### src/rtl/mem_defs.sv
// Shared encodings for the store narrowing path: access sizes, completion
// status codes and the store FSM state type.
package mem_defs;

  localparam logic [1:0] SIZE_BYTE    = 2'b00;
  localparam logic [1:0] SIZE_HALF    = 2'b01;
  localparam logic [1:0] SIZE_WORD    = 2'b10;
  localparam logic [1:0] SIZE_ILLEGAL = 2'b11;

  localparam logic [1:0] STATUS_OK       = 2'b00;
  localparam logic [1:0] STATUS_MISALIGN = 2'b01;
  localparam logic [1:0] STATUS_BADSIZE  = 2'b10;
  localparam logic [1:0] STATUS_TIMEOUT  = 2'b11;

  typedef enum logic [1:0] {
    ST_IDLE = 2'b00,
    ST_REQ  = 2'b01,
    ST_DONE = 2'b10
  } state_e;

endpackage

### src/rtl/store_lane_mapper.sv
// Combinational lane mapper: turns size/low address bits into byte enables,
// lane-replicated write data and alignment/size error flags.
module store_lane_mapper
  import mem_defs::*;
#(
  parameter bit BIG_ENDIAN = 1'b0
) (
  input  logic [1:0]  addr_lo,
  input  logic [1:0]  size,
  input  logic [31:0] wdata,
  output logic [3:0]  be,
  output logic [31:0] data,
  output logic        misalign,
  output logic        badsize
);

  always_comb begin
    be       = 4'b0000;
    data     = 32'h0000_0000;
    misalign = 1'b0;
    badsize  = 1'b0;
    case (size)
      SIZE_BYTE: begin
        // Big-endian puts byte offset 0 in the most significant lane.
        be   = BIG_ENDIAN ? (4'b1000 >> addr_lo) : (4'b0001 << addr_lo);
        data = {4{wdata[7:0]}};
      end
      SIZE_HALF: begin
        be       = (addr_lo[1] ^ BIG_ENDIAN) ? 4'b1100 : 4'b0011;
        data     = {2{wdata[15:0]}};
        misalign = addr_lo[0];
      end
      SIZE_WORD: begin
        be       = 4'b1111;
        data     = wdata;
        misalign = (addr_lo != 2'b00);
      end
      default: begin
        badsize = 1'b1;
      end
    endcase
  end

endmodule

### src/rtl/store_narrow_unit.sv
// Store narrowing unit: validates a store, drives lane-replicated data and
// byte enables over a req/ack handshake and reports one status per store.
module store_narrow_unit
  import mem_defs::*;
#(
  parameter int unsigned TIMEOUT_CYCLES = 16,
  parameter bit          BIG_ENDIAN     = 1'b0
) (
  input  logic        clk,
  input  logic        rst_n,
  input  logic        start,
  input  logic [31:0] addr,
  input  logic [31:0] wdata,
  input  logic [1:0]  size,
  output logic        busy,
  output logic        done,
  output logic [1:0]  status,
  output logic        mem_req,
  output logic [31:0] mem_addr,
  output logic [31:0] mem_wdata,
  output logic [3:0]  mem_be,
  input  logic        mem_ack
);

  localparam int unsigned      CNT_W    = (TIMEOUT_CYCLES > 2) ? $clog2(TIMEOUT_CYCLES) : 1;
  localparam logic [CNT_W-1:0] CNT_LAST = CNT_W'(TIMEOUT_CYCLES - 1);

  state_e      state_q, state_d;
  logic [CNT_W-1:0] cnt_q, cnt_d;
  logic        busy_q, busy_d;
  logic        done_q, done_d;
  logic [1:0]  status_q, status_d;
  logic        mem_req_q, mem_req_d;
  logic [31:0] mem_addr_q, mem_addr_d;
  logic [31:0] mem_wdata_q, mem_wdata_d;
  logic [3:0]  mem_be_q, mem_be_d;

  logic [3:0]  lane_be;
  logic [31:0] lane_data;
  logic        lane_misalign;
  logic        lane_badsize;

  store_lane_mapper #(
    .BIG_ENDIAN (BIG_ENDIAN)
  ) u_lane_mapper (
    .addr_lo  (addr[1:0]),
    .size     (size),
    .wdata    (wdata),
    .be       (lane_be),
    .data     (lane_data),
    .misalign (lane_misalign),
    .badsize  (lane_badsize)
  );

  always_comb begin
    state_d     = state_q;
    cnt_d       = cnt_q;
    done_d      = 1'b0;
    status_d    = status_q;
    mem_req_d   = mem_req_q;
    mem_addr_d  = mem_addr_q;
    mem_wdata_d = mem_wdata_q;
    mem_be_d    = mem_be_q;
    case (state_q)
      ST_IDLE: begin
        if (start) begin
          if (lane_badsize) begin
            state_d  = ST_DONE;
            done_d   = 1'b1;
            status_d = STATUS_BADSIZE;
          end else if (lane_misalign) begin
            state_d  = ST_DONE;
            done_d   = 1'b1;
            status_d = STATUS_MISALIGN;
          end else begin
            state_d     = ST_REQ;
            cnt_d       = '0;
            mem_req_d   = 1'b1;
            mem_addr_d  = {addr[31:2], 2'b00};
            mem_wdata_d = lane_data;
            mem_be_d    = lane_be;
          end
        end else begin
          state_d = ST_IDLE;
        end
      end
      ST_REQ: begin
        // Ack is checked before the timeout so a last-cycle ack still succeeds.
        if (mem_ack) begin
          state_d   = ST_DONE;
          done_d    = 1'b1;
          status_d  = STATUS_OK;
          mem_req_d = 1'b0;
          mem_be_d  = 4'b0000;
        end else if (cnt_q == CNT_LAST) begin
          state_d   = ST_DONE;
          done_d    = 1'b1;
          status_d  = STATUS_TIMEOUT;
          mem_req_d = 1'b0;
          mem_be_d  = 4'b0000;
        end else begin
          cnt_d = cnt_q + {{(CNT_W-1){1'b0}}, 1'b1};
        end
      end
      ST_DONE: begin
        state_d   = ST_IDLE;
        mem_req_d = 1'b0;
        mem_be_d  = 4'b0000;
      end
      default: begin
        state_d   = ST_IDLE;
        mem_req_d = 1'b0;
        mem_be_d  = 4'b0000;
      end
    endcase
    busy_d = (state_d != ST_IDLE);
  end

  always_ff @(posedge clk) begin
    if (!rst_n) begin
      state_q     <= ST_IDLE;
      cnt_q       <= '0;
      busy_q      <= 1'b0;
      done_q      <= 1'b0;
      status_q    <= 2'b00;
      mem_req_q   <= 1'b0;
      mem_addr_q  <= 32'h0000_0000;
      mem_wdata_q <= 32'h0000_0000;
      mem_be_q    <= 4'b0000;
    end else begin
      state_q     <= state_d;
      cnt_q       <= cnt_d;
      busy_q      <= busy_d;
      done_q      <= done_d;
      status_q    <= status_d;
      mem_req_q   <= mem_req_d;
      mem_addr_q  <= mem_addr_d;
      mem_wdata_q <= mem_wdata_d;
      mem_be_q    <= mem_be_d;
    end
  end

  assign busy      = busy_q;
  assign done      = done_q;
  assign status    = status_q;
  assign mem_req   = mem_req_q;
  assign mem_addr  = mem_addr_q;
  assign mem_wdata = mem_wdata_q;
  assign mem_be    = mem_be_q;

endmodule

### config.mk
export PLATFORM = sky130hd
export DESIGN_NAME = store_narrow_unit
export DESIGN_NICKNAME = d
export VERILOG_FILES = /design/src/rtl/mem_defs.sv /design/src/rtl/store_lane_mapper.sv /design/src/rtl/store_narrow_unit.sv
export SDC_FILE = /design/constraint.sdc
export NUM_CORES = 1
export LEC_CHECK = 0
export ABC_AREA = 1
export CORE_UTILIZATION = 38
export DETAILED_ROUTE_END_ITERATION = 6
export PLACE_DENSITY = 0.8
export SLEW_MARGIN = 40
export SYNTH_ARGS = -nofsm -noshare
export SYNTH_HDL_FRONTEND = slang
export SYNTH_SLANG_ARGS = --single-unit
### constraint.sdc
create_clock -name clk -period 1.3 [get_ports clk]
set_input_delay 0.13 -clock clk [delete_from_list [all_inputs] [get_ports clk]]
set_output_delay 0.13 -clock clk [all_outputs]
set_load 0.02 [all_outputs]
== Word-level counts from Yosys, hierarchy flattened ==
Cells that the tools add are included.
Widths: inputs -> output; s select.
Word-level totals
  bits in registers: 77
  input bits: 70
  output and inout bits: 73
  word-level logic and storage cells: 73
Operators by class
  add/sub/neg operators: 1
  equality and inequality tests: 11
  shift operators: 1
  mux-type cells: 40
  bitwise logic cells: 1
  reductions and logical operators: 10
Operators by type and width (number)
  $pmux 32 s3: 1
  $mux 4: 11
  $mux 2: 10
  $pmux 4 s2: 2
  $pmux 4 s3: 1
  $reduce_and 4->1: 3
  $mux 1: 10
  $ne 2x2->1 const B: 5
  $pmux 2 s2: 2
  $ne 3x3->1 const B: 2
  $pmux 1 s2: 3
  $reduce_and 6->1: 1
  $reduce_bool 2->1: 3
  $add 4x1->4 const B: 1
  $eq 2x1->1 const B: 2
  $eq 4x4->1 const B: 1
  $logic_not 2->1: 2
  $shl 1x2->4 const A: 1
  $reduce_or 3->1: 1
  $eq 2x2->1 const B: 1
  $not 1->1: 1

== Logic depth before layout (Yosys ltp) ==
Gate-level depths: netlist (run 1).
  depth in word-level cells: 7
  mapped depth: 12
  mapped depth without buffers: 10

== Hierarchy ==
A second synthesis (run 1) with hierarchy kept.
Unflattened totals
  cell total of the unflattened synthesis: 516
  area, all modules: 3588.4 um2
Modules (own cells, without submodules)
  store_narrow_unit: instances 1, cells each 371, area each 2920.3 um2, sequential area each 1541.5 um2
  store_lane_mapper: instances 1, cells each 145, area each 668.1 um2, sequential area each 0.0 um2

== Worst setup path after synthesis (run 1) ==
Ideal clock, no wire load.
  kind: input to register
  start point: input size[0]
  end point: register cnt_q[1]
  setup time: 0.132 ns
  data arrival time: 1.185 ns
  data required time: 1.168 ns
  setup slack: -0.017 ns
  stages: 11
  path buffers: 3
  cell sequence: inv_1 > ha_1 > buf_4 > inv_2 > nand2_2 > nand2_1 > nand2_1 > buf_4 > buf_8 > nand3_1 > a21oi_1
On the way
  word-level cells in the longest chain between the ends: 4
  elaborated cells on any way between the ends: 8
  those cells by class: 4 x eq/ne; 1 x mux; 3 x reduce/logical
RTL lines
  start: declaration: RTL line store_narrow_unit.sv:14  | input logic [1:0] size,
  $eq 2x2->1 (tied with other cells): RTL line store_lane_mapper.sv:22  | case (size)
  $pmux 1 s2 / $reduce_or 3->1 (equally long branches)
  $ne 2x2->1 (no line)
  $reduce_and 6->1 (no line) (*)
  end signal: assignment: RTL line store_narrow_unit.sv:132  | cnt_q <= cnt_d;
  end: declaration: RTL line store_narrow_unit.sv:29  | logic [CNT_W-1:0] cnt_q, cnt_d;
Mark *: on every way between the ends. The rest lies on a longest branch, timed or not.
A chain may end at the register's enable or synchronous reset.

== Final worst setup path (run 1) ==
  start point: register state_q[0]
  end point: register mem_wdata_q[18] (netlist: mem_wdata[18])
On the way
  word-level cells in the longest chain between the ends: 2
RTL lines
  start: declaration: RTL line store_narrow_unit.sv:28  | state_e state_q, state_d;
  start signal: assignment: RTL line store_narrow_unit.sv:131  | state_q <= state_d;
  $logic_not 2->1: RTL line store_narrow_unit.sv:64  | case (state_q)
  $reduce_and 4->1 (no line)
  end signal: assignment: RTL line store_narrow_unit.sv:138  | mem_wdata_q <= mem_wdata_d;
  end: declaration: RTL line store_narrow_unit.sv:35  | logic [31:0] mem_wdata_q, mem_wdata_d;
No other way between the ends.

==> impl_metrics.json, run 1 <==
{
  "num_rows": 33,
  "clk_path_buf_depth": 2,
  "finalSetupViolCount": 72,
  "crit_path_start": "state_q[0]",
  "fillers": 551,
  "clock_latency_ps": 350,
  "finalHoldViolCount": 0,
  "ys_seq_elements": 77,
  "postRouteAntennaNets": 0,
  "met1_usage_pct": 33.3,
  "fmax_mhz": 687,
  "finalWirelength_um": 13200,
  "grt_max_degree": 37,
  "seqPwrFrac_pct": 37.7,
  "syn_area_per_cell_um2": 7.28,
  "layout_commonest_cell": "dfxtp_1",
  "ir_worst_vdd_mv": 0.701,
  "worst_slew_pin_slew_ps": 512,
  "comb_power_share_pct": 31.8,
  "min_period_over_period_pct": 112,
  "die_y_um": 94.0,
  "dp_slack_ps": -650,
  "clock_skew_ps": 5.54,
  "drt_pre_antenna_iters": 7,
  "min_path_type": "input port to flop",
  "root_buffer": "clkbuf_8",
  "cts_sinks": 77,
  "fin_setup_tns_ps": -6210,
  "critPathMaxStageDelay_ps": 370,
  "worst-r2r-cell-count": 8,
  "min_path_cells": 4,
  "whs_ps": 297,
  "crit_slowest_cell": "dfxtp_4",
  "pwr-share-clk_pct": 30.5,
  "fp.dieW_um": 94.0,
  "place_area_mm2": 0.00485,
  "pwr_density_cell_mw_per_mm2": 1190,
  "cp_max_fo": 8,
  "most-common-layout-cells": "75 x dfxtp_1, 70 x dlygate4sd2_1, 65 x clkdlybuf4s50_1",
  "grt_overflow": 0,
  "arrival_ps": 1710,
  "vias": 3850,
  "first_iter_violations": 202,
  "yosysTopAreaCell": "dfxtp_1",
  "cp-start-kind": "flop",
  "seq_area_frac_synth_pct": 47.9,
  "crit_chain": "nor2_4, nand3_4, buf_6, inv_4, nand2_8, buf_16, o21ai_1, nor2_1",
  "rsz0062_at_grt": "true",
  "timing.rr.start": "state_q[0]",
  "timing.final.crit_period_ps": 1460,
  "areaGrowthSynthToFinish_pct": 88.7,
  "vias_per_cell": 5.33,
  "netlist_top_cells_area": "dfxtp_1 48%, nor2_1 10%, o21ai_0 9.2%",
  "final_nets": 687,
  "yosysUniqueCellTypes": 25,
  "relSlewSlack_pct": 65.9,
  "path_class": "flop to flop",
  "drc": 0,
  "track_usage_pct": 30.0,
  "dieArea_mm2": 0.00884,
  "maxCapViolations": 0,
  "drt-wirelength-per-cell_um": 18.2,
  "antenna_found_initial": 1,
  "slew_violations": 0,
  "fin_util_pct": 73.9,
  "dpl.hpwl_um": 6810,
  "p_leak_nw": 2.66,
  "cts_hold_buf": 0,
  "p_sw_mw": 2.25,
  "worst-path-buf-inv": 3,
  "clk_pin_slew_ps": 80,
  "cp_top_family": "simple AND/OR/NAND/NOR gates",
  "yosysWarnings": 0,
  "drive_gt1_share_pct": 32.1,
  "top_usage_layer": "met2",
  "syn_inst": 442,
  "core-area_mm2": 0.00822,
  "use_met2_pct": 52.9,
  "setup_ws_ps": -156,
  "grt_pass1_wl_um": 19800,
  "cts_buffers": 9,
  "gr-usage-met3_pct": 7.77,
  "crit_cells": 8,
  "grt_pass1_vias": 3900,
  "p_int_mw": 4.96,
  "cts_tree": "built",
  "synth_area_mm2": 0.00322,
  "design_area_mm2": 0.00607,
  "end_kind": "flop",
  "switching_share_pct": 31.3,
  "outcome": "finished with violations",
  "port_buffers": 140,
  "cp.required_ps": 1550,
  "place_congestion": 0.912,
  "io-pin-count": 143,
  "ctsHtreeMaxLevel": 3,
  "min_from": "rst_n",
  "initial_core_util_pct": 39.2,
  "violations": "setup timing",
  "synth_top_area_share_pct": 47.9
}
## layout make-up
cell class	count	area [µm²]	share of cell area [%]
Clock inverter	4	95.1	1.57
Timing Repair Buffer	186	2000	32.9
Tap cell	105	131	2.16
Sequential cell	77	1550	25.5
Inverter	16	65.1	1.07
Clock buffer	12	145	2.39
Antenna cell	1	2.50	0.0412
Multi-Input combinational cell	322	2090	34.4
## registers in the layout, indices dropped and copies added (netlist names)
name / count
mem_wdata: 32
mem_addr: 30
cnt_q: 4
mem_be: 4
state_q: 2
status: 2
busy: 1
done: 1
mem_req: 1
## per-stage QoR
step                      power (mW)  cells
after global placement          4.34    685
final                           7.21    723
after floorplan                 3.55    443
after detailed placement        4.38    685
after CTS                       7.05    725
after global routing            7.49    723
## worst register-to-register path, stage by stage, from the launching register on
cell     delay, ps
dfxtp_4        370
nor2_4         150
nand3_4        100
buf_6          130
inv_4           60
nand2_8        120
buf_16         200
o21ai_1        160
nor2_1          70
## cells in the mapped netlist
cell / number
clkbuf_1: 13
inv_2: 1
nand2_1: 73
buf_1: 1
nor2_1: 88
buf_4: 4
xor2_1: 1
nor2_2: 1
buf_2: 9
nand2_2: 2
o21ai_0: 59
nand3_2: 1
ha_1: 5
or2_2: 1
dfxtp_1: 77
a21oi_4: 1
buf_8: 1
a211oi_1: 1
inv_1: 14
nor3_1: 1
clkinv_1: 1
a21oi_1: 58
conb_1: 1
nand3_1: 27
nor2_4: 1
## power by group through the flow
stage | registers [mW] | logic [mW] | clock network (mW)
finish | 2.72 | 2.29 | 2.20
global route | 2.74 | 2.42 | 2.32
CTS | 2.70 | 2.15 | 2.21
detailed placement | 2.74 | 1.64 | 0
global placement | 2.73 | 1.61 | 0
floorplan | 2.98 | 0.575 | 0
## cell families (layout without fill, tap and decap cells)
family | Yosys count | count (layout) | share of synthesized area [%]
and+or+nand+nor | 195 | 195 | 24.6
AOI/OAI and AO/OA | 119 | 119 | 18.9
DFF | 77 | 77 | 47.9
buffers and inverters | 44 | 218 | 6.30
adders and majority gates | 5 | 5 | 1.94
other | 1 | 3 | 0.116
xor gates and xnor gates | 1 | 1 | 0.272
## per-layer routing
metal | up-vias | wire (µm)
met3 | 47 | 854
met5 | - | 0
met4 | 0 | 525
met2 | 194 | 6670
li1 | 1804 | -
met1 | 1805 | 5140
## worst paths after layout
kind                                       to  slack [ps]
worst min-delay path             mem_wdata[7]         300
worst min register to register    mem_addr[7]         480
worst max-delay path            mem_wdata[18]        -160
worst max register to register  mem_wdata[18]        -160
## timing repair
action	4_1_cts	5_1_grt
buffers inserted	11	1
gates cloned	13	0
setup endpoints to repair	147	76
resized for setup	250	66
pin swaps	34	18
Power figures use the tool's default switching activity.
==> inputs of run 2 (changes only) <==
--- a/config.mk
+++ b/config.mk
@@ -6,9 +6,11 @@
 export NUM_CORES = 1
 export LEC_CHECK = 0
 export ABC_AREA = 1
-export CORE_UTILIZATION = 38
+export CELL_PAD_IN_SITES_DETAIL_PLACEMENT = 1
+export CELL_PAD_IN_SITES_GLOBAL_PLACEMENT = 2
+export CORE_UTILIZATION = 20
 export DETAILED_ROUTE_END_ITERATION = 6
-export PLACE_DENSITY = 0.8
+export PLACE_DENSITY = 0.77
 export SLEW_MARGIN = 40
 export SYNTH_ARGS = -nofsm -noshare
 export SYNTH_HDL_FRONTEND = slang
==> impl_metrics.json, run 2 (synthesis results as in run 1) <==
{
  "outcome": "finished with violations",
  "violations": "setup timing",
  "vias_per_cell": 4.44,
  "dieArea_mm2": 0.0166,
  "cp.required_ps": 1570,
  "crit_slowest_cell": "dfxtp_2",
  "antenna_cells": 0,
  "clk_pin_slew_ps": 60,
  "place_congestion": 0.730,
  "worst-path-buf-inv": 4,
  "antenna_found_initial": 0,
  "crit_chain": "nor2_4, nand3_4, a21oi_4, buf_6, buf_12, buf_12, buf_12, nor2_2, nor2_1",
  "ir_worst_vdd_mv": 0.667,
  "clk_path_buf_depth": 2,
  "whs_ps": 145,
  "most-common-layout-cells": "75 x dfxtp_1, 73 x dlygate4sd2_1, 66 x nand2_1",
  "clock_skew_ps": 6.84,
  "track_usage_pct": 17.6,
  "final_nets": 705,
  "grt_max_degree": 31,
  "first_iter_violations": 162,
  "layout_commonest_cell": "dfxtp_1",
  "num_rows": 46,
  "cp-start-kind": "flop",
  "root_buffer": "clkbuf_16",
  "largest_reg_flops": 32,
  "io-pin-count": 143,
  "setup_ws_ps": -110,
  "fillers": 1871,
  "cp_top_family": "buffers and inverters",
  "cts_tree": "built",
  "min_period_over_period_pct": 108,
  "finalHoldViolCount": 0,
  "fmax_mhz": 709,
  "p_total_mw": 7.36,
  "cts_sinks": 77,
  "slew_violations": 0,
  "finalWirelength_um": 14500,
  "finalSetupViolCount": 60,
  "drc": 0,
  "maxCapViolations": 0,
  "clock_latency_ps": 340,
  "initial_core_util_pct": 20.4,
  "path_common_cell": "buf_12",
  "cts_buffers": 9,
  "critPathMaxStageDelay_ps": 340,
  "arrival_ps": 1680,
  "drt_pre_antenna_iters": 4,
  "p_leak_nw": 2.72,
  "path_class": "flop to flop",
  "port_buffers": 140,
  "die_y_um": 129,
  "dpl.hpwl_um": 9180,
  "core-area_mm2": 0.0158,
  "grt_pass1_vias": 4121,
  "timing.final.crit_period_ps": 1410,
  "grt_pass1_wl_um": 21900,
  "cts_hold_buf": 0,
  "pwr_density_cell_mw_per_mm2": 1190,
  "postRouteAntennaNets": 0,
  "seq_area_mm2": 0.00154,
  "fp.dieW_um": 129,
  "areaGrowthSynthToFinish_pct": 92.7,
  "ctsHtreeMaxLevel": 3,
  "drive_gt1_share_pct": 30.1,
  "cp_max_fo": 7,
  "end_kind": "flop",
  "vias": 3776,
  "rsz0062_at_grt": "true",
  "drt-wirelength-per-cell_um": 17.0,
  "fin_setup_tns_ps": -2910,
  "grt_overflow": 0,
  "min_path_type": "input port to flop",
  "multi_input_area_mm2": 0.00196
}
## run 2: changes by cell type in the layout (fill, tap and decap cells not counted), moves of 8 or more
cell       delta
buf_4        +14
o21ai_2      -13
a21oi_1      +11
a21oi_2      -10
clkbuf_16    +10
o21ai_1      +10
clkbuf_8      -8
o21ai_0       +8
## run 2: routing by layer
metal	up-vias	part of all wire (%)	GRT usage, %
met5	-	0	0
met4	0	2.2	5.54
met3	22	4.2	4.86
met2	92	50	31.7
met1	1831	44	20.1
li1	1831	-	-
## run 2: repair_timing
| action | 4_1_cts | 5_1_grt |
|---|---|---|
| pin swaps | 36 | 18 |
| cloned | 9 | 3 |
| buffers inserted | 18 | 3 |
| resized for setup | 216 | 63 |
| endpoints found under the setup margin | 147 | 72 |
## run 2: final cells by class
cell class	instances	area share, %
Clock inverter	4	0.363
Multi-Input combinational cell	323	31.6
Tap cell	216	4.36
Sequential cell	77	24.9
Inverter	16	1.09
Clock buffer	12	4.14
Timing Repair Buffer	203	33.6
## run 2: stage by stage
step	cells	area, µm²	setup slack [ps]	util (%)
6_report	851	6200	-110	39.3
4_1_cts	850	6030	-151	38.2
5_1_grt	851	6200	-167	39.3
2_1_floorplan	443	3230	4.71	-
3_3_place_gp	807	5080	-651	32.2
3_5_place_dp	807	5080	-710	32.2
## run 2: final timing paths
kind | from | endpoint | slack (ps) | cells past startpoint
worst min register to register | mem_wdata[4] | mem_wdata[4] | 470 | 2
worst max-delay path | state_q[0] | mem_addr[26] | -110 | 9
worst max register to register | state_q[0] | mem_addr[26] | -110 | 9
worst min-delay path | rst_n | state_q[1] | 150 | 3
## run 2: worst reg2reg max path: stages (launching register included)
cell	delay, ps
dfxtp_2	340
nor2_4	140
nand3_4	100
a21oi_4	140
buf_6	130
buf_12	130
buf_12	120
buf_12	120
nor2_2	40
nor2_1	90
## run 2: where the power goes
group / switching [mW] / internal, mW / leakage (nW)
Clock: 1.02 / 1.39 / 0.138
Combinational: 1.19 / 1.05 / 1.95
Sequential: 0.142 / 2.58 / 0.634
==> inputs of run 3 (changes only) <==
--- a/config.mk
+++ b/config.mk
@@ -6,6 +6,7 @@
 export NUM_CORES = 1
 export LEC_CHECK = 0
 export ABC_AREA = 1
+export CAP_MARGIN = 20
 export CELL_PAD_IN_SITES_DETAIL_PLACEMENT = 1
 export CELL_PAD_IN_SITES_GLOBAL_PLACEMENT = 2
 export CORE_UTILIZATION = 20
==> results of run 3 <==
The final DEF is identical to that of run 2; final timing and power are the same.
==> patch 1: new RTL, settings of run 1 <==
`mem_be_q` no longer has a reset.
--- a/src/rtl/store_narrow_unit.sv
+++ b/src/rtl/store_narrow_unit.sv
@@ -126,7 +126,6 @@
       mem_req_q   <= 1'b0;
       mem_addr_q  <= 32'h0000_0000;
       mem_wdata_q <= 32'h0000_0000;
-      mem_be_q    <= 4'b0000;
     end else begin
       state_q     <= state_d;
       cnt_q       <= cnt_d;
@@ -136,8 +135,11 @@
       mem_req_q   <= mem_req_d;
       mem_addr_q  <= mem_addr_d;
       mem_wdata_q <= mem_wdata_d;
-      mem_be_q    <= mem_be_d;
     end
+  end
+
+  always_ff @(posedge clk) begin
+    mem_be_q <= mem_be_d;
   end
 
   assign busy      = busy_q;
Function: changed (Yosys sat finds a counterexample within 4 cycles, from zero or initial values and one cycle with rst_n low).
==> patch 1 against run 1 <==
The flow still finishes with violations (negative setup slack). Sequential cell count unchanged. Setup slack improved by 0.085 ns. Die area is 18% higher. Synthesized area is 18% higher. Total power hardly changed. Worst hold slack worse by 0.18 ns. Routed wire length shrank 5.9%. Largest cell class unchanged. Utilization is 10 points lower. Count of clock-buffer cells in the layout is 1 lower. Final area rose by 2.3%.
==> patch 1: results (changes against run 1) <==
outcome:
  outcome: "complete, but fails checks"  # unchanged
  failed_checks: "negative setup slack"  # unchanged
synthesis:
  synth-xor-area-share_pct: 0.231  # was 0.272%
  synth_compound_area_share_pct: 5.47  # was 18.9%
  synth.distinct_cells: 26  # was 25
  synthCells: 587  # was 442
  synth-edff-count: 4  # was 0
  synth_common_cells: "nand2_1, nor2_1, inv_1"  # was nor2_1, dfxtp_1, nand2_1
  yosys_warnings: 0  # unchanged
  synth-seq-area-share_pct: 41.7  # was 47.9%
  synth_fa_ha_area_share_pct: 1.65  # was 1.94%
  yosys-top-cells-area: "dfxtp_1, nand2_1, nor2_1"  # was dfxtp_1, nor2_1, o21ai_0
power:
  peakVddDrop_uv: 544  # was 701 uV
  leakage_nw: 3.20  # was 2.66 nW
worst_setup_path:
  cp.arrival_ns: 1.65  # was 1.71 ns
  max_stage_delay_ns: 0.33  # was 0.37 ns
  regToRegStartpoint: "state_q[1]"  # was state_q[0]
  reg2reg_depth: 7  # was 8
  reg2reg_to: "cnt_q[3]"  # was mem_wdata[18]
  crit_slowest_cell: "dfxtp_2"  # was dfxtp_4
  critPathMaxFanout: 3  # was 8
hold_path:
  min_to: "mem_addr[20]"  # was mem_wdata[7]
  hold_depth: 3  # was 4
route:
  routedWlPerCell_um: 13.7  # was 18.2 um
  dr.pass1.iters: 5  # was 7
  via_per_inst: 4.71  # was 5.33
  drt_iter0_drc: 170  # was 202
place:
  placed_area_um2: 5510  # was 4850 um^2
  placedCellCount: 872  # was 685
  dp_hpwl_um: 8080  # was 6810 um
  dpl_worst_slack_ns: -0.653  # was -0.650 ns
  gp_congestion: 0.885  # was 0.912
layout:
  drive_above_1_share_pct: 22.6  # was 32.1%
  nets: 844  # was 687
  n_antenna_cell: 0  # was 1
sta:
  layout_setup_ws_ns: -0.0708  # was -0.156 ns
  skew_ns: 0.0113  # was 0.00554 ns
  finalSetupViolCount: 25  # was 72
  setup_tns_ns: -0.563  # was -6.21 ns
clocking:
  cts_setup_buffers: 10  # was 11
  ctsResizeCount: 109  # was 250
global_routing:
  grt_pass1_wl_um: 18500  # was 19,800 um
  first_global_vias: 4083  # was 3,900
  grt_usage_pct: 22.8  # was 30.0%
  antenna_found_initial: 0  # was 1
patch 1: changes by cell type after synthesis, moves of 4 or more:
cell             run 1  this run
nand2_1             73       175
inv_1               14        86
nor2_1              88       132
a21oi_1             58        17
o21ai_0             59        22
nand4_1              0         9
buf_6                0         7
nand3_1             27        20
buf_2                9         4
dfxtp_1             77        73
edfxtp_1             0         4
patch 1: logic make-up (layout without fill, tap and decap cells):
family	count (synthesis)	count (layout)
adder cells (fa/ha/maj)	5	5
buffers and inverters	118	304
XOR/XNOR	1	1
flip-flops	77	77
other	1	2
AO/OA/AOI/OAI	41	41
AND/OR/NAND/NOR	344	344
patch 1: worst max-delay path by stage:
stage	startpoint	to	slack (ns)	cells after the start
final	state_q[1]	cnt_q[3]	-0.07	7
after global routing	state_q[1]	cnt_q[3]	-0.16	7
after CTS	state_q[1]	mem_wdata[11]	0.001	8
after detailed placement	size[0]	cnt_q[2]	-0.65	11
after global placement	size[0]	mem_be[1]	-0.60	8
after floorplan	size[0]	mem_wdata[24]	0.003	11
patch 1: metal layers:
| metal | part of all wire (%) | GRT usage, % | wire length (um) |
|---|---|---|---|
| met5 | 0 | 0 | 0 |
| met2 | 50 | 40.1 | 6150 |
| met4 | 4.1 | 10.5 | 509 |
| met1 | 38 | 25.5 | 4750 |
| met3 | 7.9 | 6.63 | 982 |
patch 1: layout make-up:
class | instances | area [um^2]
Clock buffer | 11 | 163
Clock inverter | 5 | 63.8
Fill cell | 848 | 3520
Inverter | 89 | 334
Multi-Input combinational cell | 393 | 2020
Sequential cell | 77 | 1590
Tap cell | 133 | 166
Timing Repair Buffer | 199 | 1880
patch 1: power breakdown:
part | internal, mW | switching, mW
clock network | 1.07 | 0.956
logic | 1.04 | 1.35
registers | 2.65 | 0.140
==> patch 2: new RTL, flow settings as in run 1 <==
Without the edit above. `TIMEOUT_CYCLES`: 16 -> 8.
--- a/src/rtl/store_narrow_unit.sv
+++ b/src/rtl/store_narrow_unit.sv
@@ -3,7 +3,7 @@
 module store_narrow_unit
   import mem_defs::*;
 #(
-  parameter int unsigned TIMEOUT_CYCLES = 16,
+  parameter int unsigned TIMEOUT_CYCLES = 8,
   parameter bit          BIG_ENDIAN     = 1'b0
 ) (
   input  logic        clk,
Function: no difference found for any inputs over 4 cycles, from zero or initial values and one cycle with rst_n low; that may be too few to reach the edited logic, so the function may still have changed.
==> patch 2 against run 1 <==
The flow still finishes with violations (negative setup slack). Routed wire length rose by 4.8%. Maximum frequency rose by 3.9%. Total power fell by 2.0%. Largest power group unchanged. Setup slack improved by 0.055 ns. Synthesized area rose by 13%. Count of clock-buffer cells in the layout fell by 2. Via count rose by 13%. Utilization fell by 0.95 points. Highest routed layer unchanged. Cell count rose by 14%. Final area rose by 12%. Clock skew rose by 0.0031 ns. Die area rose by 13%. Sequential cell count fell by 1.
==> patch 2: results (changes against run 1) <==
outcome:
  outcome: "complete, but fails checks"  # unchanged
  failed_checks: "negative setup slack"  # unchanged
layout:
  num-multi-input-gates: 368  # was 322
  clk_share_pct: 3.12  # was 3.95%
  final_util_pct: 73.0  # was 73.9%
  n_all_buffers: 209  # was 186
  nets: 770  # was 687
  multi_input_area_um2: 2440  # was 2090 um^2
  n_clock_buffer: 10  # was 12
  drive_above_1_share_pct: 33.6  # was 32.1%
  num-fill-cells: 668  # was 551
  nonClkBufAreaFrac_pct: 34.1  # was 32.9%
  regArea_um2: 1530  # was 1550 um^2
  n_all_inverters: 30  # was 16
route:
  routed_wirelength_um: 13800  # was 13,200 um
  dr.pass1.iters: 5  # was 7
  routedWlPerCell_um: 16.7  # was 18.2 um
  via_per_inst: 5.25  # was 5.33
  drt_iter0_drc: 190  # was 202
place:
  placedCellCount: 783  # was 685
  dp_hpwl_um: 7850  # was 6810 um
  dpl_worst_slack_ns: -0.597  # was -0.650 ns
  gp_congestion: 0.883  # was 0.912
  placed_area_um2: 5470  # was 4850 um^2
synthesis:
  synth-xor-area-share_pct: 0  # was 0.272%
  synth_common_cells: "nand2_1, dfxtp_1, nand3_1"  # was nor2_1, dfxtp_1, nand2_1
  synth-seq-area-share_pct: 41.7  # was 47.9%
  ys_ff_latch: 76  # was 77
  synth_fa_ha_area_share_pct: 2.06  # was 1.94%
  synth-async-reset-ratio_pct: 0  # unchanged
  synth_compound_area_share_pct: 11.5  # was 18.9%
  synthCells: 510  # was 442
sta:
  layout_setup_ws_ns: -0.101  # was -0.156 ns
  whs_ns: 0.360  # was 0.297 ns
  setup_tns_ns: -1.67  # was -6.21 ns
  finalSetupViolCount: 48  # was 72
  skew_ns: 0.00863  # was 0.00554 ns
worst_setup_path:
  endpoint: "cnt_q[1]"  # was mem_wdata[18]
  critPathMaxFanout: 6  # was 8
  cp.arrival_ns: 1.65  # was 1.71 ns
  reg2reg_depth: 9  # was 8
  max_stage_delay_ns: 0.34  # was 0.37 ns
  critical_path.top_delay_family: "simple AND/OR/NAND/NOR gates"  # unchanged
  crit_start: "cnt_q[0]"  # was state_q[0]
  crit_slowest_cell: "dfxtp_2"  # was dfxtp_4
power:
  leakage_nw: 3.16  # was 2.66 nW
  power_frac_comb_pct: 34.0  # was 31.8%
  clock_power_share_pct: 28.6  # was 30.5%
  peakVddDrop_uv: 623  # was 701 uV
  power.internal_mw: 4.78  # was 4.96 mW
  clock_power_mw: 2.02  # was 2.20 mW
hold_path:
  min-delay-start: "addr[18]"  # was rst_n
  hold_depth: 3  # was 4
  min_to: "mem_addr[18]"  # was mem_wdata[7]
global_routing:
  grt_max_degree: 29  # was 37
  grt_pass1_wl_um: 18500  # was 19,800 um
  first_global_vias: 3916  # was 3,900
floorplanning:
  tap_cells: 129  # was 105
patch 2: cell types whose count changed after synthesis, sizes merged, moves of 3 or more:
cell	before	now
nor2	90	20
o21ai	59	4
a21oi	59	69
clkbuf	13	10
inv	15	28
nand3	28	69
nand4	0	24
nand2	75	173
buf	15	27
patch 2: cells by family after synthesis:
| kind of cell | count (synthesis) |
|---|---|
| other | 1 |
| AO/OA/AOI/OAI | 73 |
| flip-flops | 76 |
| AND/OR/NAND/NOR | 287 |
| adder cells (fa/ha/maj) | 6 |
| buffers and inverters | 67 |
patch 2: routing by layer:
metal	vias up	part of all wire, %	wire, um	track usage [%]
li1	2053	-	-	-
met1	2033	40	5540	28.1
met2	218	50	6930	41.1
met3	36	7.1	977	4.46
met4	0	2.6	363	8.81
met5	-	0	0	0
patch 2: what timing repair did:
action / 4_1_cts / 5_1_grt
gates cloned: 5 / 10
gates resized for setup: 120 / 153
setup endpoints to repair: 146 / 73
buffers inserted: 14 / 3
pin swaps: 19 / 49
endpoints found under the hold margin: 0 / 0
